`src/rtl/stim_sweep_driver_pkg.sv`:
```
// stim_sweep_driver_pkg: shared state encoding and default sizing for board stimulus drivers
package stim_sweep_driver_pkg;
    typedef enum logic [1:0] {IDLE = 2'd0, ISSUE = 2'd1, WAIT = 2'd2} state_t;
    localparam int ARG_MAX_DEF = 24;
    localparam int DIV_BITS_DEF = 27;
endpackage

```
`src/rtl/stim_sweep_driver_if.sv`:
```
// stim_sweep_driver_if: valid/ready argument and result channels between driver and compute DUT
interface stim_sweep_driver_if #(parameter int W = 16);
    logic in_valid;
    logic in_ready;
    logic [W-1:0] arg;
    logic out_valid;
    logic out_ready;
    logic [W-1:0] result;
    modport master (output in_valid, arg, out_ready, input in_ready, out_valid, result);
    modport slave (input in_valid, arg, out_ready, output in_ready, out_valid, result);
endinterface

```
`src/rtl/stim_sweep_driver_tick_div.sv`:
```
// stim_tick_div: free-running divider held at zero by clr; ticks whenever it sits at zero while enabled
module stim_tick_div #(
    parameter int BITS = 27
) (
    input  logic clk,
    input  logic nrst,
    input  logic clr,
    output logic tick
);
    logic [BITS-1:0] cnt;

    always_ff @(posedge clk or negedge nrst)
        if (!nrst) cnt <= '0;
        else cnt <= clr ? '0 : cnt + 1'b1;

    assign tick = !clr && cnt == '0;
endmodule

```
`src/rtl/stim_sweep_driver.sv`:
```
// stim_sweep_driver: turns switches or an auto sweep into DUT requests and latches results for the LEDs
module stim_sweep_driver
    import stim_sweep_driver_pkg::*;
#(
    parameter int W        = 16,
    parameter int ARG_BITS = 5,
    parameter int ARG_MAX  = ARG_MAX_DEF,
    parameter int DIV_BITS = DIV_BITS_DEF,
    parameter int TO_BITS  = 20
) (
    input  logic                 clk,
    input  logic                 nrst,
    input  logic [15:0]          sw,
    stim_sweep_driver_if.master  dut,
    output logic [W-1:0]         led_out,
    output logic                 busy,
    output logic                 timeout
);
    localparam logic [ARG_BITS:0] MAX_X = (ARG_BITS + 1)'(ARG_MAX);

    if (ARG_MAX >= 2 ** ARG_BITS) begin : g_arg_max_check
        $error("ARG_MAX must be below 2**ARG_BITS");
    end

    state_t state, nxt;
    logic [ARG_BITS-1:0] arg, sw_arg, arg_next;
    logic [ARG_BITS:0] arg_inc;
    logic [TO_BITS-1:0] tocnt;
    logic auto_mode, tick, manual_req, unused_sw;

    assign auto_mode  = sw[15];
    assign sw_arg     = sw[ARG_BITS-1:0];
    assign unused_sw  = ^sw[14:ARG_BITS];
    assign arg_inc    = {1'b0, arg} + (ARG_BITS + 1)'(1);
    assign arg_next   = (arg_inc > MAX_X) ? '0 : arg_inc[ARG_BITS-1:0];
    assign manual_req = sw_arg != arg && {1'b0, sw_arg} <= MAX_X;

    stim_tick_div #(.BITS(DIV_BITS)) u_div (
        .clk  (clk),
        .nrst (nrst),
        .clr  (!auto_mode),
        .tick (tick)
    );

    always_ff @(posedge clk or negedge nrst)
        if (!nrst) state <= IDLE;
        else state <= nxt;

    always_comb begin
        nxt = state;
        case (state)
            IDLE:    nxt = (auto_mode ? tick : manual_req) ? ISSUE : IDLE;
            ISSUE:   nxt = dut.in_ready ? WAIT : ISSUE;
            WAIT:    nxt = (dut.out_valid || &tocnt) ? IDLE : WAIT;
            default: nxt = IDLE;
        endcase
    end

    // arg only moves on IDLE->ISSUE, so it stays stable across ISSUE and WAIT
    always_ff @(posedge clk or negedge nrst)
        if (!nrst) begin
            arg     <= '0;
            tocnt   <= '0;
            led_out <= '0;
            timeout <= 1'b0;
        end else begin
            if (state == IDLE && nxt == ISSUE) arg <= auto_mode ? arg_next : sw_arg;
            tocnt <= (state == WAIT) ? tocnt + 1'b1 : '0;
            if (state == WAIT && dut.out_valid) begin
                led_out <= dut.result;
                timeout <= 1'b0;
            end else if (state == WAIT && &tocnt) timeout <= 1'b1;
        end

    always_comb begin
        dut.in_valid  = state == ISSUE;
        dut.out_ready = state == WAIT;
        dut.arg       = W'(arg);
        busy          = state != IDLE;
    end
endmodule
```
`src/flat_wrapper.sv`:
```
// flat-port wrapper written by rule: the top's interface ports become plain ports
module stim_sweep_driver_flat import stim_sweep_driver_pkg::*;
#(
    parameter int W        = 16,
    parameter int ARG_BITS = 5,
    parameter int ARG_MAX  = ARG_MAX_DEF,
    parameter int DIV_BITS = DIV_BITS_DEF,
    parameter int TO_BITS  = 20
)
  (clk, nrst, sw, led_out, busy, timeout, dut_in_valid, dut_arg, dut_out_ready, dut_in_ready, dut_out_valid, dut_result);
  stim_sweep_driver_if #(.W(W)) dut_i ();
  input  logic clk;
  input  logic nrst;
  input  logic [15:0] sw;
  output logic [W-1:0] led_out;
  output logic busy;
  output logic timeout;
  output wire logic [$bits(dut_i.in_valid)-1:0] dut_in_valid;
  output wire logic [$bits(dut_i.arg)-1:0] dut_arg;
  output wire logic [$bits(dut_i.out_ready)-1:0] dut_out_ready;
  input wire logic [$bits(dut_i.in_ready)-1:0] dut_in_ready;
  input wire logic [$bits(dut_i.out_valid)-1:0] dut_out_valid;
  input wire logic [$bits(dut_i.result)-1:0] dut_result;
  assign dut_in_valid = dut_i.in_valid;
  assign dut_arg = dut_i.arg;
  assign dut_out_ready = dut_i.out_ready;
  assign dut_i.in_ready = dut_in_ready;
  assign dut_i.out_valid = dut_out_valid;
  assign dut_i.result = dut_result;
  stim_sweep_driver #(.W(W), .ARG_BITS(ARG_BITS), .ARG_MAX(ARG_MAX), .DIV_BITS(DIV_BITS), .TO_BITS(TO_BITS)) u_core (.clk(clk), .nrst(nrst), .sw(sw), .dut(dut_i), .led_out(led_out), .busy(busy), .timeout(timeout));
endmodule
```
`config.mk`:
```
export PLATFORM = sky130hd
export DESIGN_NAME = stim_sweep_driver_flat
export DESIGN_NICKNAME = d
export VERILOG_FILES = /design/src/rtl/stim_sweep_driver_pkg.sv /design/src/rtl/stim_sweep_driver_if.sv /design/src/rtl/stim_sweep_driver_tick_div.sv /design/src/rtl/stim_sweep_driver.sv /design/src/flat_wrapper.sv
export SDC_FILE = /design/constraint.sdc
export NUM_CORES = 1
export LEC_CHECK = 0
export ABC_AREA = 1
export CAP_MARGIN = 25
export CORE_MARGIN = 2
export CORE_UTILIZATION = 35
export CTS_CLUSTER_DIAMETER = 200
export CTS_CLUSTER_SIZE = 40
export DETAILED_ROUTE_END_ITERATION = 7
export REMOVE_ABC_BUFFERS = 1
export SLEW_MARGIN = 25
export SYNTH_ARGS = -nofsm -noshare
export SYNTH_HDL_FRONTEND = slang
export SYNTH_SLANG_ARGS = --single-unit
```
`constraint.sdc`:
```
create_clock -name clk -period 2.51 [get_ports clk]
set_input_delay 0.753 -clock clk [delete_from_list [all_inputs] [get_ports clk]]
set_output_delay 0.753 -clock clk [all_outputs]
set_load 0.01 [all_outputs]
```
# After elaboration in Yosys (flattened, before gate mapping)
# Index checks and enable logic that the tools add are counted.
# classes
div,0
n_reduce_logical,11
shift,0
add_sub_neg,3
order_cmp,2
mul,0
n_eq_ne,4
mux,11
bitwise,0
# op_table
operator,count
"27-bit by 1-bit adder with 27-bit output, second input constant",1
27-bit zero test,1
27-bit two-way mux,1
"20-bit by 1-bit adder with 20-bit output, second input constant",1
20-bit two-way mux,1
20-bit AND reduction,1
5-bit two-way mux,2
"5-bit by 1-bit adder with 6-bit output, second input constant",1
"6-bit by 5-bit greater-than comparator with 1-bit output, second input constant",1
2-bit one-hot mux with 3 select lines,1
"5-bit <= comparator, second input constant",1
1-bit logical AND,5
5-bit != test,1
"2-bit by 1-bit equality test with 1-bit output, second input constant",2
1-bit two-way mux,4
2-bit two-way mux,2
2-bit nonzero test,2
"2-bit equality test, second input constant",1
2-bit zero test,1
1-bit logical OR,1
# word_totals
latch_bits,0
in_bits,36
regBits,71
mem_bits_rw,0
mem_bits_ro,0
mem_count,0
output_inout_bits,36

# Longest topological paths before layout
# depth
depth_word,7
ltp_mapped,11
depth_no_buf,11

# By module
# A second synthesis with hierarchy kept.
# hier_totals
cells_unflattened,547
hier_area_um2,4007.6
# modules_own_cells
mod,cells_per_inst,instances,seq_area_each_um2,area_each_um2
stim_sweep_driver,329,1,1101.1,2469.9
stim_tick_div,218,1,675.6,1537.7

# Worst setup path before layout
# Ideal clock, no wire load.
# synth_timing
path_kind,input to register
from,in sw[15]
to,reg u_core.arg[2]
setup_slack_ns,0.904
setup_ns,0.117
arrival_ns,1.489
t_required_ns,2.393
n_path_buf,1
stages,8
cell_sequence,clkbuf_1 nand3_1 nor2_1 nand2_1 nand2_2 nand2_2 nand2_1 nand2_1
# synth_between
elab_chain_len,6
word_cells_on_any_way,7
cone_classes,eq/ne (1); mux (4); reduce/logical (2)
# synth_lines
item,line_no,rtl
start: declaration,flat_wrapper.sv:14,input logic [15:0] sw;
1-bit logical AND,stim_sweep_driver_tick_div.sv:16,assign tick = !clr && cnt == '0;
1-bit two-way mux (2 in a row),stim_sweep_driver.sv:52,IDLE: nxt = (auto_mode ? tick : manual_req) ? ISSUE : IDLE;
2-bit one-hot mux with 3 select lines,stim_sweep_driver.sv:51,case (state)
2-bit by 1-bit equality test with 1-bit output,stim_sweep_driver.sv:67,if (state == IDLE && nxt == ISSUE) arg <= auto_mode ? arg_next : sw_arg;
1-bit logical AND,stim_sweep_driver.sv:67,
end signal: assignment,stim_sweep_driver.sv:67,
end: declaration,stim_sweep_driver.sv:26,"logic [ARG_BITS-1:0] arg, sw_arg, arg_next;"
# Several ways; a longest one is shown, not always the timed one.
# A chain may end at the register's enable or synchronous reset.

# Worst setup path after layout
# layout_timing
from,reg u_core.state[0]
to,out dut_in_valid
# layout_between
elab_chain_len,1
# layout_lines
item,line_no,rtl
start: declaration,stim_sweep_driver.sv:25,"state_t state, nxt;"
start signal: assignment,stim_sweep_driver.sv:47,else state <= nxt;
2-bit by 1-bit equality test with 1-bit output,stim_sweep_driver.sv:76,dut.in_valid = state == ISSUE;
end: declaration,flat_wrapper.sv:18,output wire logic [$bits(dut_i.in_valid)-1:0] dut_in_valid;
# Every way passes these cells.

==> results.toml <==
[route]
drc = 0
drt_wl_total_mm = 9.07
wl_per_cell_um = 12.1
first_pass_iters = 4
viasPerCell = 4.71
drtIter0Drc = 166
vias = 3523
ant_nets = 0

[run]
max_cap_viol_count = 0

[synthesis]
synth_compound_area_share_pct = 6.13
synth-seq-cells = 71
synth-xor-area-share_pct = 2.43
yosysWarnings = 0
netlist_instances = 544
synth_area_leader_cell = "dfrtp_1"
yosys_most_used_dff = "dfrtp_1"
synth_edf_count = 0
ys_async_sr_fraction_pct = 100
synthMuxAreaShare_pct = 0
postSynthAreaPerCell_um2 = 7.28
synthAdderAreaFrac_pct = 1.26
synth.area.top_cells = "dfrtp_1 (45%), nand2_1 (16%), nor2_1 (7.5%), inv_1 (6.1%), nand3_1 (3.3%)"
yosysTopAreaCellShare_pct = 44.9
syn_area_um2 = 3960
yosysSeqAreaShare_pct = 44.9
synthSimpleGateAreaFrac_pct = 35.9
yosys.cell_types.count = 31
synth_top_family_by_area = "simple AND/OR/NAND/NOR gates"

[power]
p_total_mw = 3.91
leakage_nw = 2.21
power_density_nw_per_um2 = 791
vdd_ir_drop_max_uv = 492

[floorplan]
dieWidth_um = 110
core_area_um2 = 10900
io_pins = 72
std_cell_rows = 38
dieArea_um2 = 12200
initial_utilization_pct = 36.2
dieHeight_um = 110

[timing]
hold_viol_final = 0
setup_tns_ns = 0
layout_min_cycle_time_ns = 2.25
fin_worst_skew_ns = 0.00930
setup_violations = 0
holdWs_ns = 0.366
drv_slew = 0
fmax_mhz = 444
min_period_over_period_pct = 89.8
rsz0062_at_grt = "false"

[clock_tree]
cts_tree = "yes"
hold_buffers = 0
clkTransAtPathRegs_ns = 0.06
cts_made_buffers = 9
cts_max_level = 3
cts-root-buf = "clkbuf_16"
cts_setup_buffers = 0
clk_path_buf_depth = 2
clock_latency_ns = 0.34
cts.sinks = 71
cts_resized = 0

[finish]
final_cells = 748
final_core_util_pct = 45.1
nFillCells = 1117
nets = 644
num_antenna_cells = 0
drive_gt1_share_pct = 9.21
syn_to_final_growth_pct = 24.6

[grt]
track_usage_pct = 16.7
grt_pass1_vias = 3481
antenna_found_initial = 0
grt_max_degree = 36
grt_pass1_wl_mm = 15.8
grt_overflow = 0

[run_status]
status = "completed"

[setup_path]
cp-start-kind = "flip-flop"
arrival_ns = 1.50
crit_fanout = 3
crit_family = "buffers and inverters"
crit_type = "reg -> out"
crit_required_ns = 1.76
r2r_slack_ns = 0.90
cp_slowest_cell = "clkdlybuf4s50_1"
path_buf_inv = 2
slowest_delay_ns = 0.59
regToRegEndpoint = "u_core.u_div.cnt[18]"
r2r_cells = 9
crit_chain = "inv_1 -> nor2_1 -> clkdlybuf4s50_1"
end_kind = "output port"
worst_r2r_startpoint = "u_core.u_div.cnt[0]"

[place]
gp_congestion = 0.916
io_buffers = 50
dpl.cell_count = 733
dp_hpwl_mm = 6.93

[min_path]
hold_path_class = "in -> async"
==> area by class of cell <==
cell class                 count  area [um^2]  area share [%]
multi-input combinational    397         1850            37.6
sequential                    71         1780            36.0
timing repair buffer          58          558            11.3
inverter                      67          251            5.10
clock buffer                   9          225            4.56
tap                          140          175            3.55
clock inverter                 6         93.8            1.90
==> worst max path at each step <==
stage | startpoint | end | slack (ns) | cells past startpoint
global route | u_core.state[0] | dut_in_valid | 0.12 | 3
CTS | u_core.state[0] | dut_in_valid | 0.22 | 3
detailed placement | sw[15] | u_core.arg[0] | 0.32 | 8
finish | u_core.state[0] | dut_in_valid | 0.26 | 3
floorplan | u_core.state[0] | u_core.led_out[0] | 0.93 | 6
global placement | sw[15] | u_core.arg[3] | 0.31 | 8
==> synth_stat cells (2+ instances only) <==
cell type / n
nor2_4: 3
dfrtp_1: 71
o21a_1: 3
clkbuf_1: 5
ha_1: 4
nor2_1: 79
nand2_2: 8
nor2_2: 11
nand2_1: 165
inv_1: 64
nor3_1: 15
nand4_1: 8
a21oi_1: 19
o21ai_0: 17
inv_2: 3
xnor2_1: 5
o22ai_1: 2
nor3_2: 5
buf_2: 3
o21bai_1: 2
xor2_1: 6
buf_4: 11
nor3b_1: 2
nand3_1: 26
==> cell usage in the layout (no fill, tap or decap), types with 3 or more instances in the layout <==
cell	instances
nor2_1	79
nor3_1	15
o21a_1	3
xor2_1	6
nand4_1	8
clkbuf_16	9
dfrtp_1	71
clkdlybuf4s50_1	49
o21ai_0	17
nand3_1	26
nor2_2	11
inv_1	64
nand2_1	165
nor2_4	3
buf_4	9
nand2_2	8
ha_1	4
a21oi_1	19
xnor2_1	5
conb_1	11
inv_2	3
nor3_2	5
==> through the flow <==
stage,setup slack (ns),cell area [um^2]
final,0.256,4930
after global routing,0.119,4930
after floorplan,0.934,3880
after detailed placement,0.319,4620
after global placement,0.307,4620
after CTS,0.223,4930
==> report_power, final <==
group	switching (mW)	leakage [nW]	internal, mW
combinational	0.524	1.10	0.527
sequential	0.155	0.958	1.33
clock	0.501	0.152	0.870
total	1.18	2.21	2.73
==> metal layers <==
layer / track usage [%] / share of wire, % / up-vias
met1: 20.1 / 45 / 1648
met3: 7.76 / 7.8 / 10
li1: - / - / 1788
met5: 0 / 0 / -
met2: 27.1 / 46 / 77
met4: 3.93 / 1.3 / 0
==> registers in the layout, summed over array words and instances, names as in the netlist <==
register and flops:
u_core.arg 5, u_core.led_out 16, u_core.state 2, u_core.timeout 1, u_core.tocnt 20, u_core.u_div.cnt 27
==> kinds of logic (layout without fill, tap and decap cells) <==
| group | after synthesis | count (layout) |
|---|---|---|
| compound gates | 45 | 45 |
| xor+xnor | 11 | 11 |
| fa+ha+maj | 4 | 4 |
| buf+inv | 86 | 140 |
| flops | 71 | 71 |
| other cells | 1 | 11 |
| simple gates | 326 | 326 |
(Power assumes the default switching activity.)
